### src/rtl/instr_decode.sv
// MIPS32 instruction-decode stage: field split, control generation, immediate
// extension and a 32x32 register file, all registered into the ID/EX boundary.
module instr_decode (
    input  logic        clk,
    input  logic        rst,
    input  logic [31:0] instr,
    input  logic        wb_we,
    input  logic [4:0]  wb_addr,
    input  logic [31:0] wb_data,
    output logic [4:0]  rs_addr,
    output logic [4:0]  rt_addr,
    output logic [4:0]  dest_addr,
    output logic [31:0] rs_data,
    output logic [31:0] rt_data,
    output logic [31:0] imm_ext,
    output logic [4:0]  shamt,
    output logic [3:0]  alu_op,
    output logic        alu_src,
    output logic        reg_write,
    output logic        mem_read,
    output logic        mem_write,
    output logic        mem_to_reg,
    output logic        branch_eq,
    output logic        branch_ne,
    output logic        jump,
    output logic [25:0] jump_target,
    output logic        illegal
);

    localparam logic [3:0] ALU_ADD = 4'd0;
    localparam logic [3:0] ALU_SUB = 4'd1;
    localparam logic [3:0] ALU_AND = 4'd2;
    localparam logic [3:0] ALU_OR  = 4'd3;
    localparam logic [3:0] ALU_XOR = 4'd4;
    localparam logic [3:0] ALU_NOR = 4'd5;
    localparam logic [3:0] ALU_SLT = 4'd6;
    localparam logic [3:0] ALU_SLL = 4'd7;
    localparam logic [3:0] ALU_SRL = 4'd8;
    localparam logic [3:0] ALU_LUI = 4'd9;

    logic [5:0] opcode;
    logic [5:0] funct;
    logic [4:0] dest_raw;
    logic       itype;
    logic       zero_ext;

    logic [31:0] regs_q [32];
    logic [31:0] regs_d [32];

    logic [4:0]  rs_addr_q, rt_addr_q, dest_addr_q, shamt_q;
    logic [4:0]  dest_addr_d;
    logic [31:0] rs_data_q, rt_data_q, imm_ext_q;
    logic [31:0] rs_data_d, rt_data_d, imm_ext_d;
    logic [3:0]  alu_op_q, alu_op_d;
    logic        alu_src_q, alu_src_d, reg_write_q, reg_write_d;
    logic        mem_read_q, mem_read_d, mem_write_q, mem_write_d;
    logic        mem_to_reg_q, mem_to_reg_d;
    logic        branch_eq_q, branch_eq_d, branch_ne_q, branch_ne_d;
    logic        jump_q, jump_d, illegal_q, illegal_d;
    logic [25:0] jump_target_q;

    assign opcode = instr[31:26];
    assign funct  = instr[5:0];

    always_comb begin
        alu_op_d     = ALU_ADD;
        alu_src_d    = 1'b0;
        reg_write_d  = 1'b0;
        mem_read_d   = 1'b0;
        mem_write_d  = 1'b0;
        mem_to_reg_d = 1'b0;
        branch_eq_d  = 1'b0;
        branch_ne_d  = 1'b0;
        jump_d       = 1'b0;
        illegal_d    = 1'b0;
        dest_raw     = 5'd0;
        itype        = 1'b0;
        zero_ext     = 1'b0;
        case (opcode)
            6'h00: begin
                reg_write_d = 1'b1;
                dest_raw    = instr[15:11];
                case (funct)
                    6'h20, 6'h21: alu_op_d = ALU_ADD;
                    6'h22, 6'h23: alu_op_d = ALU_SUB;
                    6'h24:        alu_op_d = ALU_AND;
                    6'h25:        alu_op_d = ALU_OR;
                    6'h26:        alu_op_d = ALU_XOR;
                    6'h27:        alu_op_d = ALU_NOR;
                    6'h2A:        alu_op_d = ALU_SLT;
                    6'h00:        alu_op_d = ALU_SLL;
                    6'h02:        alu_op_d = ALU_SRL;
                    default: begin
                        illegal_d   = 1'b1;
                        reg_write_d = 1'b0;
                    end
                endcase
            end
            6'h08, 6'h09: itype = 1'b1;
            6'h0A: begin itype = 1'b1; alu_op_d = ALU_SLT; end
            6'h0C: begin itype = 1'b1; alu_op_d = ALU_AND; zero_ext = 1'b1; end
            6'h0D: begin itype = 1'b1; alu_op_d = ALU_OR;  zero_ext = 1'b1; end
            6'h0E: begin itype = 1'b1; alu_op_d = ALU_XOR; zero_ext = 1'b1; end
            6'h0F: begin itype = 1'b1; alu_op_d = ALU_LUI; end
            6'h23: begin
                alu_src_d    = 1'b1;
                mem_read_d   = 1'b1;
                mem_to_reg_d = 1'b1;
                reg_write_d  = 1'b1;
                dest_raw     = instr[20:16];
            end
            6'h2B: begin
                alu_src_d   = 1'b1;
                mem_write_d = 1'b1;
            end
            6'h04: begin alu_op_d = ALU_SUB; branch_eq_d = 1'b1; end
            6'h05: begin alu_op_d = ALU_SUB; branch_ne_d = 1'b1; end
            6'h02: jump_d = 1'b1;
            default: illegal_d = 1'b1;
        endcase
        if (itype) begin
            alu_src_d   = 1'b1;
            reg_write_d = 1'b1;
            dest_raw    = instr[20:16];
        end
        // A non-writing instruction must never present a live destination to hazard logic.
        dest_addr_d = reg_write_d ? dest_raw : 5'd0;
        imm_ext_d   = zero_ext ? {16'h0000, instr[15:0]} : {{16{instr[15]}}, instr[15:0]};
    end

    // Write-back lands this edge, so a matching read takes wb_data directly.
    always_comb begin
        regs_d = regs_q;
        if (wb_we && (wb_addr != 5'd0)) begin
            regs_d[wb_addr] = wb_data;
        end
        regs_d[0] = 32'd0;
        rs_data_d = (wb_we && (wb_addr != 5'd0) && (wb_addr == instr[25:21])) ? wb_data
                                                                               : regs_q[instr[25:21]];
        rt_data_d = (wb_we && (wb_addr != 5'd0) && (wb_addr == instr[20:16])) ? wb_data
                                                                               : regs_q[instr[20:16]];
    end

    always_ff @(posedge clk or negedge rst) begin
        if (!rst) begin
            for (int i = 0; i < 32; i++) begin
                regs_q[i] <= 32'd0;
            end
        end else begin
            regs_q <= regs_d;
        end
    end

    always_ff @(posedge clk or negedge rst) begin
        if (!rst) begin
            rs_addr_q     <= 5'd0;
            rt_addr_q     <= 5'd0;
            dest_addr_q   <= 5'd0;
            shamt_q       <= 5'd0;
            rs_data_q     <= 32'd0;
            rt_data_q     <= 32'd0;
            imm_ext_q     <= 32'd0;
            alu_op_q      <= ALU_ADD;
            alu_src_q     <= 1'b0;
            reg_write_q   <= 1'b0;
            mem_read_q    <= 1'b0;
            mem_write_q   <= 1'b0;
            mem_to_reg_q  <= 1'b0;
            branch_eq_q   <= 1'b0;
            branch_ne_q   <= 1'b0;
            jump_q        <= 1'b0;
            jump_target_q <= 26'd0;
            illegal_q     <= 1'b0;
        end else begin
            rs_addr_q     <= instr[25:21];
            rt_addr_q     <= instr[20:16];
            dest_addr_q   <= dest_addr_d;
            shamt_q       <= instr[10:6];
            rs_data_q     <= rs_data_d;
            rt_data_q     <= rt_data_d;
            imm_ext_q     <= imm_ext_d;
            alu_op_q      <= alu_op_d;
            alu_src_q     <= alu_src_d;
            reg_write_q   <= reg_write_d;
            mem_read_q    <= mem_read_d;
            mem_write_q   <= mem_write_d;
            mem_to_reg_q  <= mem_to_reg_d;
            branch_eq_q   <= branch_eq_d;
            branch_ne_q   <= branch_ne_d;
            jump_q        <= jump_d;
            jump_target_q <= instr[25:0];
            illegal_q     <= illegal_d;
        end
    end

    assign rs_addr     = rs_addr_q;
    assign rt_addr     = rt_addr_q;
    assign dest_addr   = dest_addr_q;
    assign shamt       = shamt_q;
    assign rs_data     = rs_data_q;
    assign rt_data     = rt_data_q;
    assign imm_ext     = imm_ext_q;
    assign alu_op      = alu_op_q;
    assign alu_src     = alu_src_q;
    assign reg_write   = reg_write_q;
    assign mem_read    = mem_read_q;
    assign mem_write   = mem_write_q;
    assign mem_to_reg  = mem_to_reg_q;
    assign branch_eq   = branch_eq_q;
    assign branch_ne   = branch_ne_q;
    assign jump        = jump_q;
    assign jump_target = jump_target_q;
    assign illegal     = illegal_q;

endmodule

### config.mk
export PLATFORM = sky130hd
export DESIGN_NAME = instr_decode
export DESIGN_NICKNAME = d
export VERILOG_FILES = /design/src/rtl/instr_decode.sv
export SDC_FILE = /design/constraint.sdc
export NUM_CORES = 2
export LEC_CHECK = 0
export BUFFER_PORTS_ARGS = -buffer_cell sky130_fd_sc_hd__buf_2
export CORE_MARGIN = 2
export CORE_UTILIZATION = 60
export DETAILED_ROUTE_END_ITERATION = 7
export GPL_TIMING_DRIVEN = 0
export PLACE_DENSITY_LB_ADDON = 0.08
export SLEW_MARGIN = 20
export SYNTH_ARGS = -nofsm -noshare
export SYNTH_HDL_FRONTEND = slang
export SYNTH_SLANG_ARGS = --single-unit
### constraint.sdc
create_clock -name clk -period 3.1 [get_ports clk]
set_input_delay 0.31 -clock clk [delete_from_list [all_inputs] [get_ports clk]]
set_output_delay 0.31 -clock clk [all_outputs]
set_load 0.03 [all_outputs]
==> insert_results.sql <==
INSERT INTO impl_metrics (metric_group, metric, value, unit) VALUES
('worst_setup_path', 'path_buf_inv', '4', ''),
('global_route', 'antenna_found_initial', '15', ''),
('route', 'vias', '39962', ''),
('worst_setup_path', 'timing.critical_path.cells', 'dlygate4sd3_1 > buf_2 > inv_1 > nor2_2 > clkdlybuf4s15_1 > a22oi_1 > a21boi_1 > a221o_1', ''),
('run_status', 'status', 'complete, but fails checks', ''),
('synth', 'synthesis.area', '57000', 'um^2'),
('run_status', 'failed_checks', 'negative setup slack', ''),
('placed_design', 'placed_area', '59900', 'um^2'),
('route', 'drt_pre_antenna_iters', '6', ''),
('sta', 'max_slew.worst_pin.slew', '1.34', 'ns'),
('route', 'drt.antenna.violating_nets', '0', ''),
('run', 'maxCapViolCount', '0', ''),
('die', 'fp-row-count', '113', ''),
('worst_setup_path', 'slowest_delay', '0.79', 'ns'),
('hold_path', 'hold_class', 'input pin to register', ''),
('sta', 'report.final.slew_viol_count', '0', ''),
('global_route', 'largest_net_degree_at_the_start_of_global_routing', '141', ''),
('route', 'met2_length', '85200', 'um'),
('sta', 'tns', '-0.428', 'ns'),
('synth', 'synth.lib_cells_used.distinct', '53', ''),
('placed_design', 'dp_slack', '-0.927', 'ns'),
('route', 'm1WireLength', '75800', 'um'),
('sta', 'maxClockFrequency', '310', 'MHz'),
('global_route', 'grt.overflow.total', '0', ''),
('clock_network', 'clock_tree.root_cell', 'sky130_fd_sc_hd__clkbuf_16', ''),
('synth', 'ys.warnings.count', '0', ''),
('worst_setup_path', 'cp.required', '3.69', 'ns'),
('worst_setup_path', 'worst-path-max-fanout', '10', ''),
('final_layout', 'top_register', 'regs_q', ''),
('route', 'routed_wire_length', '198000', 'um'),
('final_layout', 'area_growth_syn_to_layout', '13.2', '%'),
('hold_path', 'hold-path-cell-count', '2', ''),
('sta', 'rsz0062_at_grt', 'false', ''),
('placed_design', 'dp_cells', '5413', ''),
('route', 'dr.first_iter.drc_count', '5710', ''),
('clock_network', 'clk-insertion-delay-late', '0.72', 'ns'),
('die', 'pin_count', '227', ''),
('global_route', 'number_of_global_route_vias_before_repair', '39445', ''),
('clock_network', 'max-clock-path-buffers', '3', ''),
('power_and_ir_drop', 'peakVddDrop', '0.533', 'mV'),
('route', 'avgRoutedWirePerCell', '34.8', 'um'),
('sta', 'fin_ws', '-0.121', 'ns'),
('sta', 'hold_ws', '0.0246', 'ns'),
('synth', 'yosysTopAreaCell', 'sky130_fd_sc_hd__dfrtp_1', ''),
('final_layout', 'final_net_count', '4385', ''),
('placed_design', 'port_buffers', '220', ''),
('worst_setup_path', 'reg2regPathDepth', '4', ''),
('sta', 'slew_headroom', '10.4', '%'),
('clock_network', 'cts_inserted_buffers', '114', ''),
('synth', 'netlist_top_cells_count', 'sky130_fd_sc_hd__dfrtp_1, sky130_fd_sc_hd__mux2_2, sky130_fd_sc_hd__mux4_2', ''),
('synth', 'synth_fp_nets', '3991', ''),
('final_layout', 'drive_gt1_share', '47.6', '%'),
('route', 'routed_via_density', '7.04', ''),
('placed_design', 'dp_hpwl', '140000', 'um'),
('final_layout', 'final_cell_area', '64500', 'um^2'),
('final_layout', 'finish.cell_count_without_fillers', '5679', ''),
('power_and_ir_drop', 'cellLeakagePower', '28.4', 'nW'),
('placed_design', 'routabilityCongestion', '0.983', ''),
('worst_setup_path', 'worst_setup_path_end_kind', 'register', ''),
('synth', 'postSynth.topFlopCell', 'sky130_fd_sc_hd__dfrtp_1', ''),
('synth', 'synthArstFlopShare', '100', '%'),
('synth', 'cell_count_after_synthesis', '3919', ''),
('synth', 'ys_ff_latch', '1100', ''),
('sta', 'final_hold_vio_count', '0', ''),
('worst_setup_path', 'cp.depth', '8', ''),
('synth', 'number_of_enable_type_register_cells_in_the_synthesized_netlist', '0', ''),
('worst_setup_path', 'crit_type', 'input pin to register', ''),
('die', 'fp.dieW', '312', 'um'),
('die', 'height_of_the_die', '312', 'um'),
('sta', 'final-setup-viol-count', '9', ''),
('synth', 'avgSynthCellArea', '14.5', 'um^2');
## worst reg2reg max path: stages (launching register included)
cell and delay, ns:
sky130_fd_sc_hd__dfrtp_1 0.38, sky130_fd_sc_hd__mux4_2 0.25, sky130_fd_sc_hd__mux2i_1 0.07, sky130_fd_sc_hd__a211oi_1 1.03
sky130_fd_sc_hd__a221o_1 0.41
## cell usage in the layout (no fill, tap or decap), drive strengths merged, types with 28 or more instances in the layout
master,synthesis,routed
nor3,29,29
mux2,1100,1100
a21oi,34,34
a221oi,93,93
a22oi,56,56
a221o,29,29
a211oi,50,50
nor2b,28,28
o22ai,65,65
nand2,61,61
clkbuf,222,388
dlygate4sd3,0,49
nor2,57,57
o21ai,56,56
buf,238,467
a21boi,31,31
mux4,380,380
dfrtp,1100,1100
mux2i,144,144
## through the flow
stage / power (mW) / utilization, %
2_1_floorplan: 24.9 / -
3_3_place_gp: 27.6 / 63.1
3_5_place_dp: 27.9 / 63.3
4_1_cts: 42.6 / 68.1
5_1_grt: 44.2 / 68.2
6_report: 42.9 / 68.2
## layout make-up
class                           count  area (um^2)
Fill cell                        6847        30100
Sequential cell                  1100        27500
Multi-Input combinational cell   2352        27200
Clock buffer                      167         3420
Buffer                            459         2240
Timing Repair Buffer              279         1870
Tap cell                         1265         1580
Clock inverter                     41          594
Inverter                            7         26.3
Antenna cell                        9         22.5
## cell families after synthesis
| kind of cell | count (synthesis) | synth area share [%] |
|---|---|---|
| AO/OA/AOI/OAI | 471 | 6.07 |
| buffers and inverters | 467 | 3.95 |
| flip-flops | 1100 | 48.3 |
| multiplexers | 1624 | 39.3 |
| AND/OR/NAND/NOR | 246 | 2.17 |
| XOR/XNOR | 11 | 0.169 |
## report_power, final
group | leakage, nW | internal (mW) | switching [mW]
clock network | 1.97 | 8.77 | 6.07
registers | 14.0 | 17.1 | 1.98
logic | 12.4 | 4.83 | 4.20
total | 28.4 | 30.7 | 12.2
## path summary, 6_finish.rpt
check                            start             end  slack [ns]
max                          instr[19]     rt_data[20]       -0.12
min                        wb_data[25]      regs_q[57]        0.02
max reg2reg                regs_q[623]     rt_data[15]        0.85
min reg2reg                regs_q[169]     regs_q[169]        0.52
max in group asynchronous          rst     regs_q[265]        0.36
min in group asynchronous          rst  jump_target[4]        0.20
## repair_timing
action,in CTS,in global routing
hold buffers,49,0
buffers inserted,0,0
endpoints found under the hold margin,190,0
setup endpoints to repair,8,14
resized for setup,2,13
## layer usage
| layer | up-vias | GRT usage, % |
|---|---|---|
| li1 | 15822 | - |
| met1 | 21077 | 55.7 |
| met2 | 2524 | 57.6 |
| met3 | 523 | 14.6 |
| met4 | 16 | 20.0 |
| met5 | - | 0 |
No activity file was read; power rests on OpenSTA's default activity.
